===== src/rtl/readop_lane.sv =====
// -----------------------------------------------------------------------------
// readop_lane
//
// One lane of the read-operand (RO) stage. It accepts one issued uop per cycle
// from the reservation station and reads its sources from the physical
// register file through a synchronous read port. It then hands a fully
// resolved operand bundle to the execution units.
//
// Pipeline:
//   S1 : PRF read in flight. PRF data arrives on the first cycle after accept.
//        If S1 cannot advance on that cycle, the resolved operands are latched
//        into a hold register. From then on prf_rdata is never looked at again
//        for this uop.
//   S2 : output register. It drives ex_* and holds them stable under
//        back-pressure.
//
// Ports:
//   clk, rst           clock, asynchronous active-low reset
//   flush              discard everything in flight at the next edge
//   ro_*               issue handshake (ro_valid/ro_ready) and uop payload
//   prf_raddrN/reN     PRF read address and strobe (combinational on accept)
//   prf_rdataN         PRF read data, valid one cycle after the strobe
//   wb_valid/prd/dat   writeback ports, used only by the same-cycle bypass
//   ex_*               execution handshake (ex_valid/ex_ready), payload and
//                      resolved operands
//
// Optional feature (compile-time macro READOP_WB_BYPASS_EN):
//   defined   - a source that matches a writeback in its accept cycle captures
//               the writeback data. The lowest-numbered matching port wins.
//   undefined - the wb_* ports are ignored and the PRF must be write-through.
// -----------------------------------------------------------------------------
module readop_lane #(
  parameter int CONFIG_DW             = 64,
  parameter int CONFIG_P_ROB_DEPTH    = 4,
  parameter int CONFIG_P_COMMIT_WIDTH = 1,
  parameter int PRF_AW                = 6,
  parameter int PC_W                  = 30,
  parameter int UOP_W                 = 32,
  parameter int WB_N                  = 2
) (
  input  logic                             clk,
  input  logic                             rst,
  input  logic                             flush,
  // issue side
  input  logic                             ro_valid,
  output logic                             ro_ready,
  input  logic [UOP_W-1:0]                 ro_uop,
  input  logic [CONFIG_DW-1:0]             ro_imm,
  input  logic [PC_W-1:0]                  ro_pc,
  input  logic [PRF_AW-1:0]                ro_prs1,
  input  logic [PRF_AW-1:0]                ro_prs2,
  input  logic                             ro_prs1_re,
  input  logic                             ro_prs2_re,
  input  logic [PRF_AW-1:0]                ro_prd,
  input  logic                             ro_prd_we,
  input  logic [CONFIG_P_ROB_DEPTH-1:0]    ro_rob_id,
  input  logic [CONFIG_P_COMMIT_WIDTH-1:0] ro_rob_bank,
  // PRF read port
  output logic [PRF_AW-1:0]                prf_raddr1,
  output logic [PRF_AW-1:0]                prf_raddr2,
  output logic                             prf_re1,
  output logic                             prf_re2,
  input  logic [CONFIG_DW-1:0]             prf_rdata1,
  input  logic [CONFIG_DW-1:0]             prf_rdata2,
  // writeback ports
  input  logic [WB_N-1:0]                  wb_valid,
  input  logic [WB_N*PRF_AW-1:0]           wb_prd,
  input  logic [WB_N*CONFIG_DW-1:0]        wb_dat,
  // execution side
  output logic                             ex_valid,
  input  logic                             ex_ready,
  output logic [UOP_W-1:0]                 ex_uop,
  output logic [CONFIG_DW-1:0]             ex_imm,
  output logic [PC_W-1:0]                  ex_pc,
  output logic [PRF_AW-1:0]                ex_prd,
  output logic                             ex_prd_we,
  output logic [CONFIG_P_ROB_DEPTH-1:0]    ex_rob_id,
  output logic [CONFIG_P_COMMIT_WIDTH-1:0] ex_rob_bank,
  output logic [CONFIG_DW-1:0]             ex_operand1,
  output logic [CONFIG_DW-1:0]             ex_operand2
);

  // ---------------------------------------------------------------------------
  // State
  // ---------------------------------------------------------------------------
  // S1
  logic                             s1_valid_q,    s1_valid_d;
  logic [UOP_W-1:0]                 s1_uop_q,      s1_uop_d;
  logic [CONFIG_DW-1:0]             s1_imm_q,      s1_imm_d;
  logic [PC_W-1:0]                  s1_pc_q,       s1_pc_d;
  logic [PRF_AW-1:0]                s1_prd_q,      s1_prd_d;
  logic                             s1_prd_we_q,   s1_prd_we_d;
  logic [CONFIG_P_ROB_DEPTH-1:0]    s1_rob_id_q,   s1_rob_id_d;
  logic [CONFIG_P_COMMIT_WIDTH-1:0] s1_rob_bank_q, s1_rob_bank_d;
  logic                             s1_re1_q,      s1_re1_d;
  logic                             s1_re2_q,      s1_re2_d;
  logic                             s1_held_q,     s1_held_d;
  logic [CONFIG_DW-1:0]             s1_hold1_q,    s1_hold1_d;
  logic [CONFIG_DW-1:0]             s1_hold2_q,    s1_hold2_d;
`ifdef READOP_WB_BYPASS_EN
  logic                             s1_byp1_q,     s1_byp1_d;
  logic                             s1_byp2_q,     s1_byp2_d;
  logic [CONFIG_DW-1:0]             s1_bdat1_q,    s1_bdat1_d;
  logic [CONFIG_DW-1:0]             s1_bdat2_q,    s1_bdat2_d;
`endif
  // S2 (drives ex_* directly)
  logic                             s2_valid_q,    s2_valid_d;
  logic [UOP_W-1:0]                 ex_uop_q,      ex_uop_d;
  logic [CONFIG_DW-1:0]             ex_imm_q,      ex_imm_d;
  logic [PC_W-1:0]                  ex_pc_q,       ex_pc_d;
  logic [PRF_AW-1:0]                ex_prd_q,      ex_prd_d;
  logic                             ex_prd_we_q,   ex_prd_we_d;
  logic [CONFIG_P_ROB_DEPTH-1:0]    ex_rob_id_q,   ex_rob_id_d;
  logic [CONFIG_P_COMMIT_WIDTH-1:0] ex_rob_bank_q, ex_rob_bank_d;
  logic [CONFIG_DW-1:0]             ex_op1_q,      ex_op1_d;
  logic [CONFIG_DW-1:0]             ex_op2_q,      ex_op2_d;

  // ---------------------------------------------------------------------------
  // Handshake
  // ---------------------------------------------------------------------------
  logic s2_free;
  logic s1_adv;
  logic accept;

  always_comb begin
    s2_free  = !s2_valid_q || ex_ready;
    s1_adv   = s2_free;
    // S1 can take a new uop when it is empty or is emptying this cycle.
    ro_ready = !flush && (!s1_valid_q || s1_adv);
    accept   = ro_valid && ro_ready;

    prf_raddr1 = ro_prs1;
    prf_raddr2 = ro_prs2;
    prf_re1    = accept && ro_prs1_re;
    prf_re2    = accept && ro_prs2_re;
  end

  // ---------------------------------------------------------------------------
  // Same-cycle writeback bypass
  // ---------------------------------------------------------------------------
`ifdef READOP_WB_BYPASS_EN
  logic                 byp1_hit, byp2_hit;
  logic [CONFIG_DW-1:0] byp1_dat, byp2_dat;

  always_comb begin
    // NOTE: every variable written here gets a default first, so no path
    // leaves it unassigned and no latch is inferred.
    byp1_hit = 1'b0;
    byp2_hit = 1'b0;
    byp1_dat = '0;
    byp2_dat = '0;
    // Scan from the highest port down so the lowest matching port is the
    // last assignment and therefore wins.
    for (int k = WB_N - 1; k >= 0; k--) begin
      if (wb_valid[k] && (wb_prd[k*PRF_AW +: PRF_AW] == ro_prs1)) begin
        byp1_hit = 1'b1;
        byp1_dat = wb_dat[k*CONFIG_DW +: CONFIG_DW];
      end
      if (wb_valid[k] && (wb_prd[k*PRF_AW +: PRF_AW] == ro_prs2)) begin
        byp2_hit = 1'b1;
        byp2_dat = wb_dat[k*CONFIG_DW +: CONFIG_DW];
      end
    end
  end
`else
  // The PRF is write-through in this build, so the writeback ports carry
  // nothing this lane needs.
  logic unused_wb;
  assign unused_wb = ^{wb_valid, wb_prd, wb_dat};
`endif

  // ---------------------------------------------------------------------------
  // Operand resolution in S1
  // ---------------------------------------------------------------------------
  logic [CONFIG_DW-1:0] s1_op1, s1_op2;

  always_comb begin
    s1_op1 = '0;
    s1_op2 = '0;
    if (s1_held_q) begin
      // prf_rdata is only valid on the first S1 cycle. After that the hold
      // register is the only trusted copy.
      s1_op1 = s1_hold1_q;
      s1_op2 = s1_hold2_q;
    end else begin
`ifdef READOP_WB_BYPASS_EN
      if (s1_re1_q) s1_op1 = s1_byp1_q ? s1_bdat1_q : prf_rdata1;
      if (s1_re2_q) s1_op2 = s1_byp2_q ? s1_bdat2_q : prf_rdata2;
`else
      if (s1_re1_q) s1_op1 = prf_rdata1;
      if (s1_re2_q) s1_op2 = prf_rdata2;
`endif
    end
  end

  // ---------------------------------------------------------------------------
  // Next state
  // ---------------------------------------------------------------------------
  always_comb begin
    s1_valid_d    = s1_valid_q;
    s1_uop_d      = s1_uop_q;
    s1_imm_d      = s1_imm_q;
    s1_pc_d       = s1_pc_q;
    s1_prd_d      = s1_prd_q;
    s1_prd_we_d   = s1_prd_we_q;
    s1_rob_id_d   = s1_rob_id_q;
    s1_rob_bank_d = s1_rob_bank_q;
    s1_re1_d      = s1_re1_q;
    s1_re2_d      = s1_re2_q;
    s1_held_d     = s1_held_q;
    s1_hold1_d    = s1_hold1_q;
    s1_hold2_d    = s1_hold2_q;
`ifdef READOP_WB_BYPASS_EN
    s1_byp1_d     = s1_byp1_q;
    s1_byp2_d     = s1_byp2_q;
    s1_bdat1_d    = s1_bdat1_q;
    s1_bdat2_d    = s1_bdat2_q;
`endif
    s2_valid_d    = s2_valid_q;
    ex_uop_d      = ex_uop_q;
    ex_imm_d      = ex_imm_q;
    ex_pc_d       = ex_pc_q;
    ex_prd_d      = ex_prd_q;
    ex_prd_we_d   = ex_prd_we_q;
    ex_rob_id_d   = ex_rob_id_q;
    ex_rob_bank_d = ex_rob_bank_q;
    ex_op1_d      = ex_op1_q;
    ex_op2_d      = ex_op2_q;

    // S1 occupancy: ro_ready already means "empty or leaving". Flush forces
    // ro_ready low, so the uop offered during a flush is dropped here.
    if (flush) begin
      s1_valid_d = 1'b0;
    end else if (ro_ready) begin
      s1_valid_d = ro_valid;
    end

    if (accept) begin
      s1_uop_d      = ro_uop;
      s1_imm_d      = ro_imm;
      s1_pc_d       = ro_pc;
      s1_prd_d      = ro_prd;
      s1_prd_we_d   = ro_prd_we;
      s1_rob_id_d   = ro_rob_id;
      s1_rob_bank_d = ro_rob_bank;
      s1_re1_d      = ro_prs1_re;
      s1_re2_d      = ro_prs2_re;
      s1_held_d     = 1'b0;
`ifdef READOP_WB_BYPASS_EN
      s1_byp1_d     = byp1_hit;
      s1_byp2_d     = byp2_hit;
      s1_bdat1_d    = byp1_dat;
      s1_bdat2_d    = byp2_dat;
`endif
    end else if (s1_valid_q && !s1_adv) begin
      // Stalled: freeze the resolved operands before the PRF port moves on.
      s1_held_d  = 1'b1;
      s1_hold1_d = s1_op1;
      s1_hold2_d = s1_op2;
    end

    // S2 occupancy and payload.
    if (flush) begin
      s2_valid_d = 1'b0;
    end else if (s2_free) begin
      s2_valid_d = s1_valid_q;
    end

    if (!flush && s2_free && s1_valid_q) begin
      ex_uop_d      = s1_uop_q;
      ex_imm_d      = s1_imm_q;
      ex_pc_d       = s1_pc_q;
      ex_prd_d      = s1_prd_q;
      ex_prd_we_d   = s1_prd_we_q;
      ex_rob_id_d   = s1_rob_id_q;
      ex_rob_bank_d = s1_rob_bank_q;
      ex_op1_d      = s1_op1;
      ex_op2_d      = s1_op2;
    end
  end

  // ---------------------------------------------------------------------------
  // Registers
  // ---------------------------------------------------------------------------
  always_ff @(posedge clk or negedge rst) begin
    if (!rst) begin
      // NOTE: sequential state uses non-blocking assignments only, so every
      // flop samples its pre-edge value regardless of statement order.
      s1_valid_q    <= 1'b0;
      s1_uop_q      <= '0;
      s1_imm_q      <= '0;
      s1_pc_q       <= '0;
      s1_prd_q      <= '0;
      s1_prd_we_q   <= 1'b0;
      s1_rob_id_q   <= '0;
      s1_rob_bank_q <= '0;
      s1_re1_q      <= 1'b0;
      s1_re2_q      <= 1'b0;
      s1_held_q     <= 1'b0;
      s1_hold1_q    <= '0;
      s1_hold2_q    <= '0;
`ifdef READOP_WB_BYPASS_EN
      s1_byp1_q     <= 1'b0;
      s1_byp2_q     <= 1'b0;
      s1_bdat1_q    <= '0;
      s1_bdat2_q    <= '0;
`endif
      s2_valid_q    <= 1'b0;
      ex_uop_q      <= '0;
      ex_imm_q      <= '0;
      ex_pc_q       <= '0;
      ex_prd_q      <= '0;
      ex_prd_we_q   <= 1'b0;
      ex_rob_id_q   <= '0;
      ex_rob_bank_q <= '0;
      ex_op1_q      <= '0;
      ex_op2_q      <= '0;
    end else begin
      s1_valid_q    <= s1_valid_d;
      s1_uop_q      <= s1_uop_d;
      s1_imm_q      <= s1_imm_d;
      s1_pc_q       <= s1_pc_d;
      s1_prd_q      <= s1_prd_d;
      s1_prd_we_q   <= s1_prd_we_d;
      s1_rob_id_q   <= s1_rob_id_d;
      s1_rob_bank_q <= s1_rob_bank_d;
      s1_re1_q      <= s1_re1_d;
      s1_re2_q      <= s1_re2_d;
      s1_held_q     <= s1_held_d;
      s1_hold1_q    <= s1_hold1_d;
      s1_hold2_q    <= s1_hold2_d;
`ifdef READOP_WB_BYPASS_EN
      s1_byp1_q     <= s1_byp1_d;
      s1_byp2_q     <= s1_byp2_d;
      s1_bdat1_q    <= s1_bdat1_d;
      s1_bdat2_q    <= s1_bdat2_d;
`endif
      s2_valid_q    <= s2_valid_d;
      ex_uop_q      <= ex_uop_d;
      ex_imm_q      <= ex_imm_d;
      ex_pc_q       <= ex_pc_d;
      ex_prd_q      <= ex_prd_d;
      ex_prd_we_q   <= ex_prd_we_d;
      ex_rob_id_q   <= ex_rob_id_d;
      ex_rob_bank_q <= ex_rob_bank_d;
      ex_op1_q      <= ex_op1_d;
      ex_op2_q      <= ex_op2_d;
    end
  end

  // ---------------------------------------------------------------------------
  // Outputs
  // ---------------------------------------------------------------------------
  assign ex_valid    = s2_valid_q;
  assign ex_uop      = ex_uop_q;
  assign ex_imm      = ex_imm_q;
  assign ex_pc       = ex_pc_q;
  assign ex_prd      = ex_prd_q;
  assign ex_prd_we   = ex_prd_we_q;
  assign ex_rob_id   = ex_rob_id_q;
  assign ex_rob_bank = ex_rob_bank_q;
  assign ex_operand1 = ex_op1_q;
  assign ex_operand2 = ex_op2_q;

endmodule


===== config.mk =====
export PLATFORM = sky130hd
export DESIGN_NAME = readop_lane
export DESIGN_NICKNAME = d
export VERILOG_FILES = /design/src/rtl/readop_lane.sv
export SDC_FILE = /design/constraint.sdc
export NUM_CORES = 1
export LEC_CHECK = 0
export CORE_AREA = 5 5 276 278
export DETAILED_ROUTE_END_ITERATION = 10
export DIE_AREA = 0 0 281 283
export PLACE_DENSITY = 0.67
export RECOVER_POWER = 50
export SKIP_LAST_GASP = 1
export SYNTH_ARGS = -nofsm -noshare
export SYNTH_HDL_FRONTEND = slang
export SYNTH_SLANG_ARGS = --single-unit

===== constraint.sdc =====
create_clock -name clk -period 3.9 [get_ports clk]
set_clock_uncertainty 0.05 [all_clocks]
set_input_delay 0.585 -clock clk [delete_from_list [all_inputs] [get_ports clk]]
set_output_delay 0.585 -clock clk [all_outputs]
set_load 0.01 [all_outputs]

[Word-level counts from Yosys, hierarchy flattened]
Cells that the tools add are included.
Operators by class
  multiplexer cells: 10
  bitwise logic cells: 1
  reductions and logical operators: 17
Operators by type and width (number)
  two-way mux 64 bit: 4
  logical AND 1 bit: 7
  two-way mux 1 bit: 6
  nonzero test 2 bit: 3
  logical NOT 1 bit: 4
  logical OR 1 bit: 2
  AND reduction 2 bit: 1
  NOT 1 bit: 1
Storage, ports and cells
  bits in registers: 537
  output and inout port bits: 282
  word-level logic and storage cells: 51

[Longest topological paths before layout]
  word-level depth: 7
  depth in mapped cells: 7

[Worst setup path before layout]
No wires, ideal clock.
  kind: in2reg
  from: input ex_ready
  to: register ex_op2_q[47], in the netlist ex_operand2[47]
  data arrival time: 1.617 ns
  slack: 2.108 ns
  cell stages on the path: 5
  path through: nor2b_1 nor3b_2 buf_4 buf_4 mux2_2
Between the ends
  cells in the longest elaborated chain, start to end: 3
Ends and longest elaborated chain
  start: declaration: RTL line 71  | input logic ex_ready,
  logical OR 1 bit: RTL line 126  | s2_free = !s2_valid_q || ex_ready;
  logical AND 1 bit (2 in a row): RTL line 269  | if (!flush && s2_free && s1_valid_q) begin
  end signal: assignment: RTL line 347  | ex_op2_q <= ex_op2_d;
  end: declaration: RTL line 116  | logic [CONFIG_DW-1:0] ex_op2_q, ex_op2_d;
No other way between the ends.
A chain may end at the register's enable or synchronous reset.

[Worst setup path after layout]
  from: input ex_ready
  to: register ex_op1_q[8], in the netlist ex_operand1[8]
Between the ends
  cells in the longest elaborated chain, start to end: 3
Ends and longest elaborated chain
  logical OR 1 bit: RTL line 126
  logical AND 1 bit (2 in a row): RTL line 269
  end signal: assignment: RTL line 346  | ex_op1_q <= ex_op1_d;
  end: declaration: RTL line 115  | logic [CONFIG_DW-1:0] ex_op1_q, ex_op1_d;
No other way between the ends.

==> results.py <==
metrics = {
    "final_layout": {
        "fin_area_um2": 29900,
        "regArea_um2": 13400,
        "final_cell_mix": "dfrtp_1 (534), clkdlybuf4s50_1 (507), nand2_1 (385)",
        "mostFrequentLayoutCell": "dfrtp_1",
        "layout.nets": 2665,
        "nFillCells": 6810,
        "syn2layout_area_growth_pct": 38.7,
        "multi_input_area_um2": 7390,
        "drive_above_1_share_pct": 22.0,
    },
    "placement": {
        "post_dp_cell_area_um2": 27900,
        "port_buffers": 542,
        "finalWeightedCongestion": 0.797,
        "dp_hpwl_mm": 42.1,
    },
    "cts": {
        "cts_tree": "done",
        "numCtsBuffers": 59,
        "cts.sinks": 537,
        "root_buffer": "clkbuf_16",
        "htree_levels": 2,
        "clk_pin_slew_ns": 0.05,
        "clk_path_buf_depth": 3,
        "postCtsHoldBufs": 0,
        "postCtsSetupBuffers": 0,
        "clock_latency_ns": 0.61,
        "post_cts_resized": 0,
    },
    "detailed_routing": {
        "routed_wl_mm": 60.2,
        "viasPerCell": 4.57,
        "detail_route.first_pass.iterations": 5,
        "ant_nets": 0,
        "drt_iter0_drc": 781,
        "dr_total_vias": 14884,
        "wl_per_cell_um": 18.5,
        "remaining_drc_errors": 0,
    },
    "yosys": {
        "syn_inst": 1724,
        "syn_nets": 2151,
        "yosysSeqAreaShare_pct": 62.4,
        "synth-async-reset-ratio_pct": 100,
        "synth_edf_count": 0,
        "ys_ff_latch": 537,
        "yosysWarnings": 0,
        "synth.distinct_cells": 19,
        "syn_avg_cell_area_um2": 12.5,
        "ys.flop_type": "dfrtp_1",
        "syn_area_um2": 21500,
    },
    "worst_setup_path": {
        "cp_slowest_stage_delay_ns": 1.38,
        "critPathBufInv": 2,
        "cpLargestDelayFamily": "buffers and inverters",
        "endpoint_kind": "register",
        "slowest_stage": "clkbuf_4",
        "startpoint_type": "input port",
        "critPathKind": "in2reg",
        "worst_ep_required_time_ns": 4.32,
        "path_cells": "dlygate4sd3_1, nor2b_1, nor3b_1, clkbuf_4, mux2_2",
        "critPathMaxFanout": 120,
        "cp.arrival_ns": 3.77,
    },
    "floorplan": {
        "die_w_um": 281,
        "start_util_pct": 29.2,
        "core_um2": 73700,
        "die_h_um": 283,
        "die-area_um2": 79500,
        "placementRows": 100,
        "pin_count": 709,
    },
    "sta": {
        "maxSlewHeadroom_pct": -27.7,
        "period_share_pct": 85.9,
        "period_needed_ns": 3.35,
        "timing.fmax_mhz": 299,
        "rsz0062_at_grt": "false",
        "fin_setup_tns_ns": 0,
        "setup_viol_count_final": 0,
        "worstMarginPinSlew_ns": 1.92,
        "whs_ns": -0.0347,
        "hold_violations": 15,
        "drv_slew": 330,
    },
    "global_route": {
        "grt_max_degree": 121,
        "grt_use_total_pct": 14.8,
        "overflow": 0,
        "grt_pass1_vias": 16090,
        "grt_pass1_wl_mm": 94.3,
        "antenna_found_initial": 9,
    },
    "power": {
        "totalPowerFinal_uw": 16600,
        "power_density_nw_per_um2": 556,
        "peakVddDrop_v": 0.000347,
        "power.leakage_uw": 0.0127,
    },
    "outcome": {
        "violations": "negative hold slack, max-capacitance violations, max-slew violations",
        "status": "finished, violations left",
    },
    "run": {
        "cap_viol_max_count": 5,
    },
    "worst_hold_path": {
        "hold_class": "in2async",
    },
}
==> routing by layer <==
layer  GRT usage [%]  vias up  routed length (µm)
met5               0        -                  24
met4            4.62        4                1760
met3            4.87      112                4930
met2            24.7      464               29400
met1            18.1     7424               24100
li1                -     6880                   -
==> logic make-up after synthesis <==
logic type	after synthesis	share of synthesized area [%]
flops	537	62.4
compound gates	259	6.05
buf+inv	126	3.34
simple gates	398	7.10
mux	404	21.1
==> state kept, by name, summed over array words and instances, names as in the netlist, 4 cells and up <==
name / flops
ex_imm: 64
ex_operand1: 64
ex_operand2: 64
ex_pc: 30
ex_prd: 6
ex_rob_id: 4
ex_uop: 32
s1_hold1_q: 64
s1_hold2_q: 64
s1_imm_q: 64
s1_pc_q: 30
s1_prd_q: 6
s1_rob_id_q: 4
s1_uop_q: 32
==> report_power, final <==
part / internal (µW) / leakage, µW / switching (µW)
Sequential: 6640 / 0.00676 / 618
Combinational: 2110 / 0.00490 / 1450
Clock: 3500 / 0.000997 / 2290
==> through the flow <==
stage | utilization, % | setup WS [ns] | cells
floorplan | - | 2.11 | 1724
global placement | 37.9 | 0.951 | 3146
detailed placement | 37.9 | 0.938 | 3146
CTS | 40.7 | 0.934 | 3252
global route | 40.5 | 0.456 | 3258
finish | 40.5 | 0.552 | 3260
==> cells in the mapped netlist, types with 2 or more instances <==
cell type  number  area, µm²
buf_1           3       11.3
a21o_1          2       15.0
nand2_1       385       1450
o21ai_0       256       1280
nor2b_1         2       12.5
and3_1          2       12.5
nor2_1          5       18.8
dfrtp_1       537      13400
buf_6          13        146
buf_4          27        203
mux2_2        376       4230
mux2_1         28        315
buf_2          38        190
clkbuf_1       45        169
==> layout make-up <==
type / count / share of cell area, %
clock buffers: 83 / 5.71
multi-input cells: 1061 / 24.8
diodes: 8 / 0.0670
flip-flops and latches: 537 / 45.0
well taps: 969 / 4.06
repair buffers: 579 / 19.3
clock inverters: 23 / 1.12
==> path summary, 6_finish.rpt <==
| path | depth (start not counted) | start | slack, ns | to |
|---|---|---|---|---|
| setup / recovery | 5 | ex_ready | 0.55 | ex_operand1[8]$_DFFE_PN0P_ |
| hold / removal | 1 | rst | -0.03 | s1_pc_q[3]$_DFFE_PN0P_ |
| setup reg to reg | 4 | ex_valid$_DFFE_PN0P_ | 0.59 | ex_operand1[8]$_DFFE_PN0P_ |
| hold reg to reg | 2 | s1_hold2_q[23]$_DFFE_PN0P_ | 0.43 | s1_hold2_q[23]$_DFFE_PN0P_ |
| max in group asynchronous | 2 | rst | 1.41 | s1_hold2_q[60]$_DFFE_PN0P_ |
| min in group clk | 2 | s1_hold2_q[23]$_DFFE_PN0P_ | 0.43 | s1_hold2_q[23]$_DFFE_PN0P_ |
Power figures use the tool's default switching activity.
==> RTL edit 1, RTL diff (same settings) <==
The parameter `PRF_AW` goes from 6 to 5.
--- a/src/rtl/readop_lane.sv
+++ b/src/rtl/readop_lane.sv
@@ -33,7 +33,7 @@
   parameter int CONFIG_DW             = 64,
   parameter int CONFIG_P_ROB_DEPTH    = 4,
   parameter int CONFIG_P_COMMIT_WIDTH = 1,
-  parameter int PRF_AW                = 6,
+  parameter int PRF_AW                = 5,
   parameter int PC_W                  = 30,
   parameter int UOP_W                 = 32,
   parameter int WB_N                  = 2
Interface: changed (7 resized); port bits go from 709 to 701. The function was not compared with the original's and may differ.
==> RTL edit 1 against the original RTL <==
- the run ends with capacitance limit, slew limit left
- synthesized area is 0.59% lower
- global-route usage is 0.69 points lower
- register-to-register slack gained 0.18 ns
- routed wire length shrank 4.4%
- setup slack gained 0.071 ns
- first-iteration DRC count down 13%
- design area decreased by 0.77%
- worst hold slack improved by 0.46 ns
- sequential cell count fell by 2
- core utilization decreased by 0.31 points
- combinational power decreased by 5%
- power down 3.5%
- clock power is 6.7% lower
- critical path type unchanged
- largest power group unchanged
==> RTL edit 1: results (changes against the original RTL) <==
INFO  metric worst_slew_margin_rel = -27.9% (-0.19 points)
INFO  metric clock_area_share = 6.39% (-0.45 points)
INFO  metric comb.multi_input.count = 1,059 (-0.19%)
INFO  metric report.final.slew_viol_count = 190 (-42%)
INFO  metric grt_util_all_layers = 14.1% (-0.69 points)
INFO  metric antenna_found_initial = 3 (-6)
INFO  metric share_comb_of_total_power = 21.2% (-0.2 points)
INFO  metric postSynthCellCount = 1,718 (-0.35%)
INFO  metric buffer_ports.inserted = 540 (-0.37%)
INFO  metric outcome = finished, violations left
INFO  metric grt_max_degree = 258 (+110%)
INFO  metric synthDistinctLibCells = 18 (-1)
INFO  metric cts_hold_buf = 1 (+1)
INFO  metric crit_path_max_incr_delay = 1.32 ns (-0.06 ns)
INFO  metric routed-via-count = 14,700 (-1.3%)
INFO  metric fin_nets = 2,656 (-0.34%)
INFO  metric sequential_cell_area_share = 45.2% (+0.18 points)
INFO  metric crit_slowest_cell = sky130_fd_sc_hd__nand2_1
INFO  metric detailedPlace.worstSlack = 0.939 ns (+0.000864 ns)
INFO  metric hold_path_class = flop to flop
INFO  metric time_the_final_worst_path_needs_with_i_o_delays_and_setup = 3.28 ns (-0.0710 ns)
INFO  metric place_inst = 3,143 (-0.095%)
INFO  metric synth.net_count = 2,140 (-0.51%)
INFO  metric detailedRoute.firstPassIterationCount = 7 (+2)
INFO  metric rrSetupSlack = 0.77 ns (+0.18 ns)
INFO  metric met1_length = 22,000 um (-8.6%)
INFO  metric grt_first_pass_wirelength = 90,600 um (-3.9%)
INFO  metric clock_buffers = 85 (+2.4%)
INFO  metric synth.cells.most_frequent = sky130_fd_sc_hd__dfrtp_1, sky130_fd_sc_hd__nand2_1, sky130_fd_sc_hd__mux2_1
INFO  metric netlist_top_cells_area = sky130_fd_sc_hd__dfrtp_1, sky130_fd_sc_hd__mux2_1, sky130_fd_sc_hd__nand2_1
INFO  metric max_cap_violations = 4 (-1)
INFO  metric route.met2.wl = 28,000 um (-5.0%)
INFO  metric cts.sink_count = 535 (-0.37%)
INFO  metric crit_fanout = 33 (-73%)
INFO  metric dpl_cell_area = 0.0279 mm2 (-0.25%)
INFO  metric synth_seq_area_share = 62.5% (+0.14 points)
INFO  metric number_of_fill_cells_in_the_layout = 6,869 (+0.87%)
INFO  metric detailroute.wirelength.met3 = 5910 um (+20%)
INFO  metric power.leakage = 12.6 nW (-0.20%)
INFO  metric hpwlAfterDp = 40,400 um (-3.9%)
INFO  metric layout-drive-gt1-share = 7.42% (-15 points)
INFO  metric max-vdd-ir-drop = 0.400 mV (+15%)
INFO  metric gp_routability_congestion = 0.802 (+0.68%)
INFO  metric num_antenna_cells = 1 (-7)
INFO  metric num-nonclk-buffers = 581 (+0.35%)
INFO  metric detail_route.wirelength = 57,600 um (-4.4%)
INFO  metric violations = capacitance limit, slew limit
INFO  metric final_design_area_no_fill = 0.0296 mm2 (-0.77%)
INFO  metric p_sw_share = 26.5% (+0.24 points)
INFO  metric non_clock_buffer_area_share = 19.5% (+0.21 points)
INFO  metric multiInputGateArea = 0.00736 mm2 (-0.46%)
INFO  metric startpoint = flush
-- RTL edit 1: worst min path at each step --
| stage | to | cells past startpoint | slack [ns] |
|---|---|---|---|
| after floorplan | ex_imm[0] | 0 | 0.24 |
| after global placement | s1_hold2_q[11] | 2 | 0.41 |
| after detailed placement | s1_hold1_q[22] | 2 | 0.42 |
| after CTS | s1_hold1_q[22] | 2 | 0.43 |
| after global routing | ex_operand1[3] | 1 | 0.45 |
| final | s1_hold1_q[4] | 2 | 0.43 |
-- RTL edit 1: kinds of logic (layout without fill, tap and decap cells) --
logic type | Yosys count | in the layout | synth area share [%]
compound gates | 259 | 259 | 6.09
flops | 535 | 535 | 62.5
simple gates | 398 | 398 | 7.14
mux | 402 | 402 | 21.1
buf+inv | 124 | 685 | 3.10
other cells | 0 | 1 | 0
-- RTL edit 1: worst max-delay path, delay by kind of cell --
family | cells | cell delay [ns]
mux | 1 | 0.40
buf+inv | 2 | 1.24
simple gates | 2 | 1.42
==> RTL edit 2, RTL diff (same settings) <==
Made on the original files. Take the reset off `ex_imm_q` and load it in a clocked block of its own.
--- a/src/rtl/readop_lane.sv
+++ b/src/rtl/readop_lane.sv
@@ -307,7 +307,6 @@
 `endif
       s2_valid_q    <= 1'b0;
       ex_uop_q      <= '0;
-      ex_imm_q      <= '0;
       ex_pc_q       <= '0;
       ex_prd_q      <= '0;
       ex_prd_we_q   <= 1'b0;
@@ -337,7 +336,6 @@
 `endif
       s2_valid_q    <= s2_valid_d;
       ex_uop_q      <= ex_uop_d;
-      ex_imm_q      <= ex_imm_d;
       ex_pc_q       <= ex_pc_d;
       ex_prd_q      <= ex_prd_d;
       ex_prd_we_q   <= ex_prd_we_d;
@@ -346,6 +344,10 @@
       ex_op1_q      <= ex_op1_d;
       ex_op2_q      <= ex_op2_d;
     end
+  end
+
+  always_ff @(posedge clk) begin
+    ex_imm_q <= ex_imm_d;
   end
 
   // ---------------------------------------------------------------------------
Check against the original RTL: not equivalent (Yosys sat finds a counterexample within 4 cycles, from zero or initial values and one cycle with rst low; the reset may be asserted at any time).
==> RTL edit 2 against the original RTL <==
- the run ends with capacitance limit, slew limit left
- via count fell by 4.4%
- routed wire length fell by 4.2%
- first-iteration DRC count fell by 19%
- synthesized area fell by 2.3%
- sequential cell count did not move
- design area fell by 1.7%
- synthesized cell count fell by 4.1%
- setup slack improved by 0.15 ns
- combinational power fell by 22%
- register-to-register slack improved by 0.30 ns
- power fell by 7.4%
- non-clock buffer count fell by 5
- critical path type unchanged
==> RTL edit 2: results (changes against the original RTL) <==
INFO  metric outcome = finished, violations left
INFO  metric violations = capacitance limit, slew limit
INFO  metric synthDistinctLibCells = 20 (+1)
INFO  metric antenna_found_initial = 10 (+1)
INFO  metric route.detailed.vias_per_inst = 4.46 (-2.3%)
INFO  metric worstMarginPinSlew = 1.97 ns (+0.0573 ns)
INFO  metric synth.cells.most_frequent = sky130_fd_sc_hd__dfrtp_1, sky130_fd_sc_hd__nand2_1, sky130_fd_sc_hd__mux2_1
INFO  metric layout-drive-gt1-share = 9.48% (-13 points)
INFO  metric globalRouteMet3Util = 3.95% (-0.91 points)
INFO  metric report.final.slew_viol_count = 257 (-22%)
INFO  metric hpwlAfterDp = 40,500 um (-3.7%)
INFO  metric routed-via-count = 14,200 (-4.4%)
INFO  metric reg2reg_depth = 5 (+1)
INFO  metric grt_first_pass_wirelength = 90,100 um (-4.4%)
INFO  metric synth_enable_flop_cells = 64 (+64)
INFO  metric final_hold_slack = 0.00451 ns (+0.0392 ns)
INFO  metric postSynthAreaPerCell = 12.7 um2 (+1.9%)
INFO  metric grt.met1_usage = 17.1% (-0.96 points)
INFO  metric max_cap_violations = 5 (unchanged)
INFO  metric first_global_vias = 15,300 (-4.9%)
INFO  metric place_inst = 3,077 (-2.2%)
INFO  metric detailedPlace.worstSlack = 1.00 ns (+0.0641 ns)
INFO  metric crit_fanout = 39 (-68%)
INFO  metric grt_util_all_layers = 14.1% (-0.62 points)
INFO  metric synth_seq_area_share = 65.4% (+3.0 points)
INFO  metric detailedRoute.firstPassIterationCount = 6 (+1)
INFO  metric numCtsBuffers = 58 (-1.7%)
INFO  metric power.leakage = 12.2 nW (-3.2%)
INFO  metric cp_arrival = 3.64 ns (-0.13 ns)
INFO  metric rrSetupSlack = 0.89 ns (+0.30 ns)
-- RTL edit 2: cell count changes in the layout (fill, tap and decap cells not counted), moves of 4 or more --
cell                              before  now
sky130_fd_sc_hd__mux2_2              376   86
sky130_fd_sc_hd__mux2_1               28  254
sky130_fd_sc_hd__dfrtp_1             534  470
sky130_fd_sc_hd__edfxtp_1              0   64
sky130_fd_sc_hd__o21ai_0             256  217
sky130_fd_sc_hd__o21ai_1               0   39
sky130_fd_sc_hd__clkdlybuf4s50_1     507  532
sky130_fd_sc_hd__dlygate4sd3_1        34    9
sky130_fd_sc_hd__buf_4                14   10
sky130_fd_sc_hd__bufinv_16             7    3
sky130_fd_sc_hd__clkinv_2              7   11
-- RTL edit 2: per-layer routing --
metal  share of wire [%]  vias up
met5               0.094        -
met1                  40     7061
met2                  50      404
met3                 6.7      115
li1                    -     6650
met4                 3.4        6
-- RTL edit 2: worst max path at each step --
stage,end,slack (ns),cells after the start,start
after CTS,prf_re2,0.99,4,flush
after global routing,s1_imm_q[5],0.58,5,flush
after global placement,prf_re2,1.01,4,flush
final,s1_imm_q[5],0.70,5,flush
after detailed placement,prf_re2,1.00,4,flush
after floorplan,ex_uop[22],1.69,5,ex_ready
-- RTL edit 2: power by group --
group / total [mW] / internal, mW / switching [mW] / leakage [nW]
clock network: 5.52 / 3.21 / 2.30 / 0.963
logic: 2.79 / 1.59 / 1.20 / 4.69
registers: 7.08 / 6.58 / 0.493 / 6.59
-- RTL edit 2: layout make-up --
cell class	count	area (um2)
clock buffer	84	1680
sequential	537	13800
fill	6870	44300
antenna	6	15.0
multi-input combinational	997	6660
timing repair buffer	574	5740
tap	969	1210
clock inverter	24	282
